**src/rtl/rbit_collector.sv**
```systemverilog
// Serial random-bit collector: packs WIDTH strobed bits (first bit in MSB) into a
// word offered on valid/ready, with a repetition-count health test and drop stats.
module rbit_collector #(
    parameter int WIDTH   = 8,
    parameter int RUN_MAX = 32
) (
    input  logic             clk,
    input  logic             rst,
    input  logic             en,
    input  logic             rbit,
    output logic [WIDTH-1:0] word_o,
    output logic             valid_o,
    input  logic             ready_i,
    output logic             fault_o,
    output logic             overflow_o,
    output logic [7:0]       drop_cnt_o,
    input  logic             clear_i,
    output logic             dbg_state
);

    localparam int CW = (WIDTH > 2) ? $clog2(WIDTH) : 1;
    localparam int RW = $clog2(RUN_MAX + 1);
    localparam logic [CW-1:0] BIT_LAST = CW'(WIDTH - 1);
    localparam logic [RW-1:0] RUN_TOP  = RW'(RUN_MAX);

    typedef enum logic {
        EMPTY = 1'b0,
        FULL  = 1'b1
    } state_t;

    state_t           state_q, state_d;
    logic [WIDTH-2:0] sreg_q;
    logic [WIDTH-1:0] shifted;
    logic [CW-1:0]    bit_cnt_q;
    logic [RW-1:0]    run_q, run_d;
    logic             last_q;
    logic             compl;
    logic             load;
    logic             drop;
    logic             fault_set;

    // Handshake: a word transfers on any rising edge where valid_o=1 and
    // ready_i=1; valid_o never drops without a transfer and word_o is held
    // stable until then. A word completing while the held one is not taken
    // is discarded and counted.

    assign shifted = {sreg_q, rbit};
    assign compl   = en && (bit_cnt_q == BIT_LAST);

    always_comb begin
        state_d = state_q;
        load    = 1'b0;
        drop    = 1'b0;
        case (state_q)
            EMPTY: begin
                if (compl) begin
                    load    = 1'b1;
                    state_d = FULL;
                end
            end
            FULL: begin
                if (compl) begin
                    if (ready_i) load = 1'b1;
                    else         drop = 1'b1;
                end else if (ready_i) begin
                    state_d = EMPTY;
                end
            end
            default: state_d = EMPTY;
        endcase
    end

    // A zero run count marks "no bit seen yet", so the first bit starts a run of 1.
    always_comb begin
        run_d = run_q;
        if (en) begin
            if (rbit == last_q && run_q != '0)
                run_d = (run_q == RUN_TOP) ? run_q : run_q + RW'(1);
            else
                run_d = RW'(1);
        end
    end

    assign fault_set = en && (run_d == RUN_TOP) && (run_q != RUN_TOP);

    always_ff @(posedge clk or posedge rst) begin
        if (rst) begin
            state_q   <= EMPTY;
            sreg_q    <= '0;
            bit_cnt_q <= '0;
            run_q     <= '0;
            last_q    <= 1'b0;
            word_o    <= '0;
        end else begin
            state_q <= state_d;
            if (en) begin
                sreg_q    <= shifted[WIDTH-2:0];
                bit_cnt_q <= compl ? '0 : bit_cnt_q + CW'(1);
                last_q    <= rbit;
            end
            run_q <= run_d;
            if (load) word_o <= shifted;
        end
    end

    // Status flags: a set event in the same cycle as clear_i takes priority.
    always_ff @(posedge clk or posedge rst) begin
        if (rst) begin
            fault_o    <= 1'b0;
            overflow_o <= 1'b0;
            drop_cnt_o <= 8'd0;
        end else begin
            if (fault_set)    fault_o <= 1'b1;
            else if (clear_i) fault_o <= 1'b0;

            if (drop)         overflow_o <= 1'b1;
            else if (clear_i) overflow_o <= 1'b0;

            if (clear_i)
                drop_cnt_o <= drop ? 8'd1 : 8'd0;
            else if (drop && drop_cnt_o != 8'hFF)
                drop_cnt_o <= drop_cnt_o + 8'd1;
        end
    end

    assign valid_o   = (state_q == FULL);
    assign dbg_state = state_q;

endmodule

```
**config.mk**
```make
export PLATFORM = sky130hd
export DESIGN_NAME = rbit_collector
export DESIGN_NICKNAME = d
export VERILOG_FILES = /design/src/rtl/rbit_collector.sv
export SDC_FILE = /design/constraint.sdc
export NUM_CORES = 1
export LEC_CHECK = 0
export CAP_MARGIN = 20
export CORE_ASPECT_RATIO = 0.75
export CORE_MARGIN = 5
export CORE_UTILIZATION = 45
export DETAILED_ROUTE_END_ITERATION = 10
export DONT_BUFFER_PORTS = 1
export PLACE_DENSITY_LB_ADDON = 0.12
export SLEW_MARGIN = 25
export SYNTH_ARGS = -nofsm -noshare
export SYNTH_HDL_FRONTEND = slang
export SYNTH_SLANG_ARGS = --single-unit
```
**constraint.sdc**
```tcl
create_clock -name clk -period 5.2 [get_ports clk]
set_input_delay 1.56 -clock clk [delete_from_list [all_inputs] [get_ports clk]]
set_output_delay 1.56 -clock clk [all_outputs]
set_load 0.005 [all_outputs]
```
-- After elaboration in Yosys (flattened, before gate mapping)
Index checks and enable logic that the tools add are counted.
Widths: inputs -> output; s select.
- flip-flop bits (word level): 36
- logic and storage cells: 47
- output and inout bits: 20
- muxes and demuxes: 19
- add/subtract/negate cells: 3
- bitwise operators: 1
- equality and inequality tests: 6
- reductions and logical operators: 9
- operator list (kind ; number):
    $mux 6 ; 3
    $mux 8 ; 2
    $eq 6x6->1 const B ; 2
    $mux 1 ; 11
    $add 8x1->8 const B ; 1
    $ne 8x8->1 const B ; 1
    $add 6x1->6 const B ; 1
    $ne 6x6->1 const B ; 1
    $reduce_bool 2->1 ; 3
    $reduce_bool 6->1 ; 1
    $logic_and 1x1->1 ; 5
    $pmux 1 s2 ; 2
    $add 3x1->3 const B ; 1
    $eq 3x3->1 const B ; 1
    $mux 3 ; 1
    $eq 1x1->1 ; 1
    $not 1->1 ; 1

-- Depth between registers and ports, before layout
Gate-level depths: netlist of run 1.
- word-level depth: 8
- depth in mapped cells: 7

-- Worst setup path after synthesis of run 1
OpenSTA, ideal clock, no wires.
- path type: input to register
- start point: in ready_i
- end point: reg drop_cnt_o[5]
- slack: 2676 ps
- stages on the path: 4
- arrival: 2425 ps
- cells stage by stage: and4b_1 > and4_1 > a31oi_1 > a311oi_1
- word-level cells in the longest chain between the ends: 5
- ends and longest elaborated chain (item ; RTL line ; RTL):
    start: declaration ; 13 ; input logic ready_i,
    $mux 1 ; 63 ; if (ready_i) load = 1'b1;
    $mux 1 ; 62 ; if (compl) begin
    $mux 1 ; 54 ; case (state_q)
    $logic_and 1x1->1 ; 121 ; else if (drop && drop_cnt_o != 8'hFF)
    $reduce_bool 2->1 (no source line) ; -- ;
    end signal: assignment ; 120 ; drop_cnt_o <= drop ? 8'd1 : 8'd0;
    end signal: assignment ; 122 ; drop_cnt_o <= drop_cnt_o + 8'd1;
    end: declaration ; 16 ; output logic [7:0] drop_cnt_o,
Every way passes these cells.
A chain may end at the register's enable or synchronous reset.

-- Worst setup path after layout of run 1
Same ends and word-level chain as after synthesis.

==> results of run 1 <==
[layer usage]
metal  vias to the layer above  track usage  part of all wire
met2                        30        0.208              0.45
met4                         0       0.0531             0.015
li1                        568            -                 -
met1                       569        0.187              0.47
met5                         -            0                 0
met3                         6       0.0623             0.064
[cell usage in the layout (no fill, tap or decap), types with 4 or more instances in the layout]
cell and count:
dfrtp_1 35, nand2_1 18, mux2_2 16, inv_1 9, nor2_1 9, a21oi_1 7
nand3_1 6, o21ai_0 6, ha_1 5, clkbuf_8 5, xor2_1 4, o21ai_1 4
[area by class of cell]
cell class / count / area (um2) / share of cell area
clock buffers: 7 / 76.3 / 0.0406
clock inverters: 1 / 5.00 / 0.00266
well taps: 52 / 65.1 / 0.0346
multi-input cells: 108 / 817 / 0.434
repair buffers: 1 / 7.51 / 0.00399
inverters: 9 / 33.8 / 0.0180
flip-flops and latches: 35 / 876 / 0.466
[power breakdown]
group	switching, uW	internal, uW	total (uW)
clock	91.2	93.9	185
combinational	74.5	92.6	167
sequential	67.6	336	403
[flip-flops by register name (all words and copies together), names as in the netlist]
signal / cells
drop_cnt_o: 8
word_o: 8
sreg_q: 7
run_q: 6
bit_cnt_q: 3
dbg_state: 1
fault_o: 1
overflow_o: 1
[synthesized netlist by cell type, drive strengths merged, types with 2 or more instances]
library cell	n	area [um2]
ha	5	62.6
o21ai	10	50.1
a22o	2	17.5
dfrtp	35	876
nor2	9	33.8
xor2	4	35.0
and3	2	12.5
inv	9	33.8
a31oi	2	12.5
nand2	18	67.6
a21oi	8	43.8
o211ai	3	22.5
mux2	16	180
xnor2	3	33.8
nand3	6	30.0
nand4	3	18.8
buf	4	33.8
[per-stage QoR]
| stage | area (um2) | total power (uW) |
|---|---|---|
| final | 1880 | 756 |
| after global routing | 1880 | 813 |
| after CTS | 1880 | 770 |
| after detailed placement | 1800 | 579 |
| after global placement | 1800 | 567 |
| after floorplan | 1780 | 539 |
[cell families after synthesis]
kind of cell | Yosys count | synth area share
DFF | 35 | 0.491
and+or+nand+nor | 45 | 0.133
adders and majority gates | 5 | 0.0351
AOI/OAI and AO/OA | 34 | 0.145
muxes | 17 | 0.107
xor gates and xnor gates | 7 | 0.0386
buffers and inverters | 15 | 0.0505
[worst max-delay path by stage]
stage | endpoint | from
floorplan | drop_cnt_o[5] | ready_i
global placement | drop_cnt_o[5] | ready_i
detailed placement | drop_cnt_o[5] | ready_i
CTS | drop_cnt_o[5] | ready_i
global route | drop_cnt_o[7] | ready_i
finish | drop_cnt_o[5] | ready_i
==> impl_metrics.env, run 1 <==
export IMPL_async_reset_ff_frac=1.00
export IMPL_yosys_warnings=0
export IMPL_grt_setup_unrepaired="no"
export IMPL_crit_arrival_ps=2560
export IMPL_hp_start="sreg_q[6]"
export IMPL_core_rowCount=19
export IMPL_slowest_delay_ps=310
export IMPL_worst_path_stages=4
export IMPL_drc=0
export IMPL_slowest_stage="and4b_1"
export IMPL_cp_top_family="simple AND/OR/NAND/NOR gates"
export IMPL_hold_path_depth=1
export IMPL_hpwl_um=2380
export IMPL_cp_required_ps=5370
export IMPL_cts_root_buf="clkbuf_8"
export IMPL_cp_end_kind="flip-flop"
export IMPL_core_um2=3730
export IMPL_via_count=1173
export IMPL_relSlewSlack=0.663
export IMPL_syn_inst=158
export IMPL_wirelength_um=3250
export IMPL_vias_per_cell=5.51
export IMPL_synth_edf_count=0
export IMPL_cp_cell_sequence="and4b_1 -> and4_1 -> a31oi_1 -> a311oi_1"
export IMPL_ys_ff_latch=35
export IMPL_gp_congestion=0.900
export IMPL_hold_slack_ps=509
export IMPL_postCtsResizedCells=0
export IMPL_min_period_over_period=0.459
export IMPL_critPathBufInv=0
export IMPL_rr_worst_depth=7
export IMPL_antenna_found_initial=0
export IMPL_postCtsHoldBufs=0
export IMPL_hold_end="sreg_q[6]"
export IMPL_grt_start_max_net_pins=23
export IMPL_die_h_um=64.5
export IMPL_leakagePower_uw=0.000815
export IMPL_worstSkewPairLatency_ps=280
export IMPL_synthDistinctLibCells=40
export IMPL_fill_cells=334
export IMPL_wl_per_cell_um=15.3
export IMPL_place_inst=205
export IMPL_die_w_um=82.7
export IMPL_drtIter0Drc=46
export IMPL_die_area_um2=5330
export IMPL_antennaDiodeCount=0
export IMPL_ant_nets=0
export IMPL_grt_ovfl_total=0
export IMPL_portBuffers=0
export IMPL_postSynthAreaPerCell_um2=11.3
export IMPL_worst_pin_slew_ps=504
export IMPL_r2r_end="fault_o"
export IMPL_peakVddDrop_mv=0.280
export IMPL_first_pass_iters=4
export IMPL_grt_use_total=0.142
export IMPL_synthesis_nets=169
export IMPL_syn_to_final_growth_pct=5.47
export IMPL_reg2reg_slack_ps=3340
export IMPL_grt_pass1_vias=1162
export IMPL_final_instance_count_excl_fill=213
export IMPL_grt_pass1_wl_um=5740
export IMPL_finalMaxSlewViolations=0
export IMPL_timing_rr_start="run_q[0]"
export IMPL_synthesis_area_um2=1780
export IMPL_hold_class="flip-flop to flip-flop"
export IMPL_hold_viol_final=0
export IMPL_ys_flop_type="dfrtp_1"
export IMPL_cts_tree="yes"
export IMPL_start_kind="input port"
export IMPL_maxCapViolations=0
export IMPL_yosysSeqAreaShare=0.491
export IMPL_crit_type="input port to flip-flop"
export IMPL_finalSetupViolCount=0
export IMPL_cts_buffer_depth=2
export IMPL_post_route_util=0.504
export IMPL_p_per_area_nw_per_um2=402
export IMPL_fin_skew_ps=9.68
export IMPL_cts_made_buffers=5
export IMPL_drive_gt1_frac=0.193
export IMPL_fin_crit_ps=2390
export IMPL_initial_core_util=0.478
export IMPL_status="complete, no violations"
export IMPL_layout_setup_ws_ps=2810
export IMPL_pre_cts_ws_ps=2540
export IMPL_clk_pin_slew_ps=60
export IMPL_h_tree_depth=2
export IMPL_cp_max_fo=5
export IMPL_layout_nets=171
export IMPL_tns_ps=0
export IMPL_ios=26
export IMPL_cts_sinks=35
export IMPL_timing_fmax_mhz=419
export IMPL_cts_setup_buffers=0
Power figures use the tool's default switching activity.
==> run 2, diff against run 1 <==
--- a/config.mk
+++ b/config.mk
@@ -5,6 +5,7 @@
 export SDC_FILE = /design/constraint.sdc
 export NUM_CORES = 1
 export LEC_CHECK = 0
+export ABC_AREA = 1
 export CAP_MARGIN = 20
 export CORE_ASPECT_RATIO = 0.75
 export CORE_MARGIN = 5
==> constraint.sdc (replaced) <==
create_clock -name clk -period 1.95 [get_ports clk]
set_input_delay 0.585 -clock clk [delete_from_list [all_inputs] [get_ports clk]]
set_output_delay 0.585 -clock clk [all_outputs]
set_load 0.005 [all_outputs]
==> run 2 against run 1 <==
Routed wire length is 2.2% higher. Synthesized area is 3.2% lower. Clock skew hardly changed. Global-route usage is 1.1 points higher. Setup slack worse by 2400 ps. Synthesized cell count is 30% higher. Critical path type is now flip-flop to flip-flop. Largest cell class unchanged.
==> impl_metrics.env, run 2 <==
export IMPL_worst_pin_slew_ps=514
export IMPL_final_cell_mix="nand2_1 (49), dfrtp_1 (35), inv_1 (29)"
export IMPL_hold_class="input port to async pin"
export IMPL_yosysMostFrequentCell="nand2_1"
export IMPL_grt_pass1_vias=1342
export IMPL_die_h_um=63.6
export IMPL_grt_ovfl_total=0
export IMPL_fin_crit_ps=1530
export IMPL_crit_arrival_ps=1710
export IMPL_synth_top_area_cell="dfrtp_1"
export IMPL_cts_root_buf="clkbuf_8"
export IMPL_layout_nets=218
export IMPL_synthesis_area_um2=1730
export IMPL_cp_required_ps=2130
export IMPL_yosysSeqAreaShare=0.507
export IMPL_postCtsHoldBufs=0
export IMPL_die_w_um=81.5
export IMPL_ys_flop_type="dfrtp_1"
export IMPL_ios=26
export IMPL_syn_to_final_growth_pct=7.54
export IMPL_hold_viol_final=0
export IMPL_wirelength_um=3320
export IMPL_postSynthAreaPerCell_um2=8.42
export IMPL_core_um2=3680
export IMPL_reg2reg_slack_ps=420
export IMPL_synth_area_leaders="dfrtp_1 (51%), nand2_1 (11%), o21ai_0 (6.4%), inv_1 (6.3%), nand3_1 (4.3%)"
export IMPL_synth_top_area_share=0.507
export IMPL_timing_fmax_mhz=655
export IMPL_grt_setup_unrepaired="no"
export IMPL_antenna_found_initial=0
export IMPL_cts_made_buffers=5
export IMPL_cts_sinks=35
export IMPL_antennaDiodeCount=0
export IMPL_gp_congestion=0.807
export IMPL_hpwl_um=2510
export IMPL_placed_cell_area_um2=1780
export IMPL_via_count=1306
export IMPL_cp_end_kind="flip-flop"
export IMPL_portBuffers=0
export IMPL_clk_pin_slew_ps=80
export IMPL_leakagePower_uw=0.000907
export IMPL_status="complete, no violations"
export IMPL_crit_type="flip-flop to flip-flop"
export IMPL_drc=0
export IMPL_async_reset_ff_frac=1.00
export IMPL_cp_max_fo=16
export IMPL_worstSkewPairLatency_ps=290
export IMPL_maxCapViolations=0
export IMPL_start_kind="flip-flop"
export IMPL_grt_use_total=0.153
export IMPL_die_area_um2=5190
export IMPL_yosys_warnings=0
export IMPL_r2r_end="word_o[2]"
export IMPL_synthesis_nets=216
export IMPL_grt_pass1_wl_um=6210
export IMPL_postCtsResizedCells=0
export IMPL_drtIter0Drc=91
export IMPL_initial_core_util=0.469
export IMPL_drive_gt1_frac=0.0865
export IMPL_grt_start_max_net_pins=29
export IMPL_ys_ff_latch=35
export IMPL_synthDistinctLibCells=29
export IMPL_cts_tree="yes"
export IMPL_synth_edf_count=0
export IMPL_seq_area_um2=876
export IMPL_rr_worst_depth=4
export IMPL_finalMaxSlewViolations=0
export IMPL_ant_nets=0
export IMPL_peakVddDrop_mv=0.533
export IMPL_timing_rr_start="bit_cnt_q[0]"
export IMPL_finalSetupViolCount=0
export IMPL_first_pass_iters=4
export IMPL_fin_skew_ps=9.95
export IMPL_relSlewSlack=0.656
export IMPL_vias_per_cell=5.02
export IMPL_fill_cells=366
export IMPL_core_rowCount=19
export IMPL_synth_common_cells="nand2_1 (49), dfrtp_1 (35), inv_1 (29)"
export IMPL_wl_per_cell_um=12.8
export IMPL_p_per_area_nw_per_um2=974
export IMPL_syn_inst=205
export IMPL_tns_ps=0
export IMPL_h_tree_depth=2
export IMPL_cp_startpoint="bit_cnt_q[0]"
export IMPL_design_area_um2=1860
export IMPL_multi_input_comb_area_um2=702
export IMPL_min_period_over_period=0.782
export IMPL_crit_path_end="word_o[2]"
export IMPL_cts_buffer_depth=2
export IMPL_top_regs="drop_cnt_o: 8 flops, word_o: 8 flops, sreg_q: 7 flops"
export IMPL_final_common_cell="nand2_1"
export IMPL_cts_setup_buffers=0
==> run 2: cell types whose count changed in the layout (fill, tap and decap cells not counted), moves of 4 or more <==
cell     before  now
o21ai_0       6   22
mux2_2       16    0
nor2_1        9   13
a21oi_1       7    3
nand2_1      18   49
inv_1         9   29
nand3_1       6   15
==> run 2: report_power, final <==
part           leakage, uW  internal, uW  switching (uW)
clock network    0.0000422           251             255
logic             0.000403           128             186
registers         0.000462           868             120
==> run 2: layer usage <==
layer | up-vias | track usage | share of wire
met5 | - | 0 | 0
met4 | 0 | 0.0570 | 0.0099
met3 | 4 | 0.0484 | 0.061
met2 | 26 | 0.234 | 0.45
met1 | 623 | 0.200 | 0.47
li1 | 653 | - | -
==> run 2: worst max-delay path, stage by stage (launching register included) <==
cell and delay (ps):
dfrtp_1 360, ha_1 150, ha_1 190, nand3_1 390
o21ai_0 330
==> run 2: worst min-delay path by stage <==
stage	from	to	slack [ps]	cells past startpoint
after CTS	rst	drop_cnt_o[0]	180	1
after detailed placement	sreg_q[3]	sreg_q[4]	470	2
after global routing	rst	drop_cnt_o[6]	190	1
final	rst	drop_cnt_o[6]	170	1
after floorplan	bit_cnt_q[0]	bit_cnt_q[0]	450	1
after global placement	bit_cnt_q[0]	bit_cnt_q[0]	460	1
==> run 2: final cells by class <==
type | instances | area share
Inverter | 30 | 0.0606
Tap cell | 52 | 0.0350
Sequential cell | 35 | 0.472
Clock inverter | 1 | 0.00270
Clock buffer | 7 | 0.0411
Multi-Input combinational cell | 134 | 0.378
Timing Repair Buffer | 1 | 0.0108
==> run 2: logic make-up (layout without fill, tap and decap cells) <==
group	count (synthesis)	count (layout)	synth area share
simple gates	95	95	0.257
buf+inv	36	39	0.0862
flops	35	35	0.507
compound gates	31	31	0.0978
fa+ha+maj	5	5	0.0362
xor+xnor	3	3	0.0152
==> run 2: metrics by stage <==
| step | util | hold WS [ps] | total power [uW] | cells | setup slack (ps) |
|---|---|---|---|---|---|
| after floorplan | - | 450 | 1240 | 205 | 542 |
| after global placement | 0.482 | 460 | 1300 | 252 | 398 |
| after detailed placement | 0.482 | 469 | 1320 | 252 | 391 |
| after CTS | 0.504 | 182 | 1830 | 260 | 411 |
| after global routing | 0.504 | 192 | 1950 | 260 | 196 |
| final | 0.504 | 170 | 1810 | 260 | 424 |
==> run 3, diff against run 2 <==
--- a/config.mk
+++ b/config.mk
@@ -5,7 +5,7 @@
 export SDC_FILE = /design/constraint.sdc
 export NUM_CORES = 1
 export LEC_CHECK = 0
-export ABC_AREA = 1
+export ABC_AREA = 0
 export CAP_MARGIN = 20
 export CORE_ASPECT_RATIO = 0.75
 export CORE_MARGIN = 5
==> constraint.sdc (replaced) <==
create_clock -name clk -period 1.33 [get_ports clk]
set_input_delay 0.399 -clock clk [delete_from_list [all_inputs] [get_ports clk]]
set_output_delay 0.399 -clock clk [all_outputs]
set_load 0.005 [all_outputs]
==> run 3 against run 2 <==
The run now ends with negative setup slack left. Routed wire length up 19%. Sequential power up 56%. Combinational power rose to 3.6 times the previous value. Non-clock buffer count up 33. Sequential cell count unchanged. Global-route usage up 0.81 points. Count of clock-buffer cells in the layout down 1. Clock skew down 3.8 ps. Critical path depth up 3. Power up 100%. Die area up 2.8%. Register-to-register slack worse by 680 ps. Largest cell class is now multi-input combinational cells. Largest power group unchanged. Highest routed layer unchanged.
==> impl_metrics.env, run 3 (same netlist as run 1, synthesis figures left out) <==
export IMPL_hold_viol_final=0
export IMPL_timing_rr_start="bit_cnt_q[0]"
export IMPL_die_h_um=64.5
export IMPL_timing_fmax_mhz=631
export IMPL_leakagePower_uw=0.00102
export IMPL_final_cell_mix="dfrtp_1 (34), buf_4 (27), mux2_2 (16)"
export IMPL_cts_made_buffers=5
export IMPL_fin_crit_ps=1590
export IMPL_layout_setup_ws_ps=-256
export IMPL_core_um2=3730
export IMPL_grt_setup_unrepaired="yes"
export IMPL_post_route_util=0.622
export IMPL_gp_congestion=0.911
export IMPL_grt_pass1_vias=1355
export IMPL_final_common_cell="dfrtp_1"
export IMPL_wl_per_cell_um=16.1
export IMPL_portBuffers=0
export IMPL_first_pass_iters=4
export IMPL_placed_cell_area_um2=2090
export IMPL_drc=0
export IMPL_crit_type="flip-flop to flip-flop"
export IMPL_die_area_um2=5330
export IMPL_cts_tree="yes"
export IMPL_worst_pin_slew_ps=341
export IMPL_cts_buffer_depth=2
export IMPL_start_kind="flip-flop"
export IMPL_core_rowCount=19
export IMPL_grt_pass1_wl_um=6510
export IMPL_clk_pin_slew_ps=70
export IMPL_fin_skew_ps=6.19
export IMPL_design_area_um2=2320
export IMPL_grt_start_max_net_pins=36
export IMPL_vias_per_cell=5.37
export IMPL_cts_sinks=35
export IMPL_worstSkewPairLatency_ps=290
export IMPL_pre_cts_ws_ps=-294
export IMPL_ios=26
export IMPL_reg2reg_slack_ps=-260
export IMPL_min_period_over_period=1.19
export IMPL_crit_arrival_ps=1810
export IMPL_hpwl_um=2810
export IMPL_grt_ovfl_total=0
export IMPL_initial_core_util=0.478
export IMPL_violations="negative setup slack"
export IMPL_syn_to_final_growth_pct=30.2
export IMPL_cp_max_fo=5
export IMPL_hold_class="input port to async pin"
export IMPL_finalMaxSlewViolations=0
export IMPL_p_per_area_nw_per_um2=1570
export IMPL_relSlewSlack=0.773
export IMPL_antennaDiodeCount=0
export IMPL_top_regs="drop_cnt_o: 8 flops, word_o: 8 flops, sreg_q: 7 flops"
export IMPL_wirelength_um=3960
export IMPL_peakVddDrop_mv=0.697
export IMPL_grt_use_total=0.161
export IMPL_antenna_found_initial=0
export IMPL_drtIter0Drc=65
export IMPL_status="complete, but fails checks"
export IMPL_cp_end_kind="flip-flop"
export IMPL_finalSetupViolCount=21
export IMPL_cts_root_buf="clkbuf_8"
export IMPL_hold_slack_ps=40.9
export IMPL_via_count=1320
export IMPL_cp_startpoint="bit_cnt_q[0]"
export IMPL_drive_gt1_frac=0.459
export IMPL_ant_nets=0
export IMPL_layout_nets=204
export IMPL_h_tree_depth=2
export IMPL_cp_required_ps=1550
export IMPL_maxCapViolations=0
export IMPL_die_w_um=82.7
export IMPL_tns_ps=-3390
-- run 3: cell types whose count changed in the layout (fill, tap and decap cells not counted), moves of 4 or more --
cell / delta
buf_4: +27
buf_6: +5
ha_1: -4
inv_1: -22
mux2_2: +16
nand2_1: -34
nand3_1: -11
nor2_1: -6
o21ai_0: -17
-- run 3: routing by layer --
metal / track usage / wire length [um]
met5: 0 / 0
met4: 0.0551 / 53
met3: 0.0540 / 284
met2: 0.248 / 1840
met1: 0.212 / 1790
-- run 3: final timing paths --
kind / end / cells after the start
max: drop_cnt_o[7] / 7
min: drop_cnt_o[7] / 2
max reg2reg: drop_cnt_o[7] / 7
min reg2reg: overflow_o / 1
max in group asynchronous: run_q[0] / 2
min in group clk: drop_cnt_o[4] / 1
-- run 3: power breakdown --
group	total [uW]	switching (uW)	internal (uW)
Clock	993	386	606
Sequential	1540	226	1310
Combinational	1120	487	629
Total	3650	1100	2550
-- run 3: timing repair --
| item | in CTS | in global routing |
|---|---|---|
| gates resized for setup | 17 | 6 |
| hold buffers | 0 | 0 |
| setup buffers | 1 | 3 |
| setup endpoints to repair | 23 | 25 |
| pin swaps | 6 | 5 |
-- run 3: layout make-up --
type | count | area, um2
clock buffers | 6 | 82.6
clock inverters | 2 | 35.0
fillers | 314 | 1410
inverters | 9 | 33.8
multi-input cells | 108 | 930
flip-flops and latches | 35 | 877
well taps | 52 | 65.1
repair buffers | 34 | 299
-- run 3: worst max-delay path, stage by stage (launching register included) --
cell and delay (ps):
dfrtp_1 360, ha_2 190, ha_4 130, and4b_2 260, and4_4 240, nand4_1 100, xor2_1 150, nor2_1 90
-- run 3: stage by stage --
| step | total power (uW) | std cells |
|---|---|---|
| global route | 3850 | 246 |
| detailed placement | 2520 | 235 |
| global placement | 2460 | 235 |
| CTS | 3600 | 244 |
| finish | 3650 | 246 |
| floorplan | 2170 | 158 |
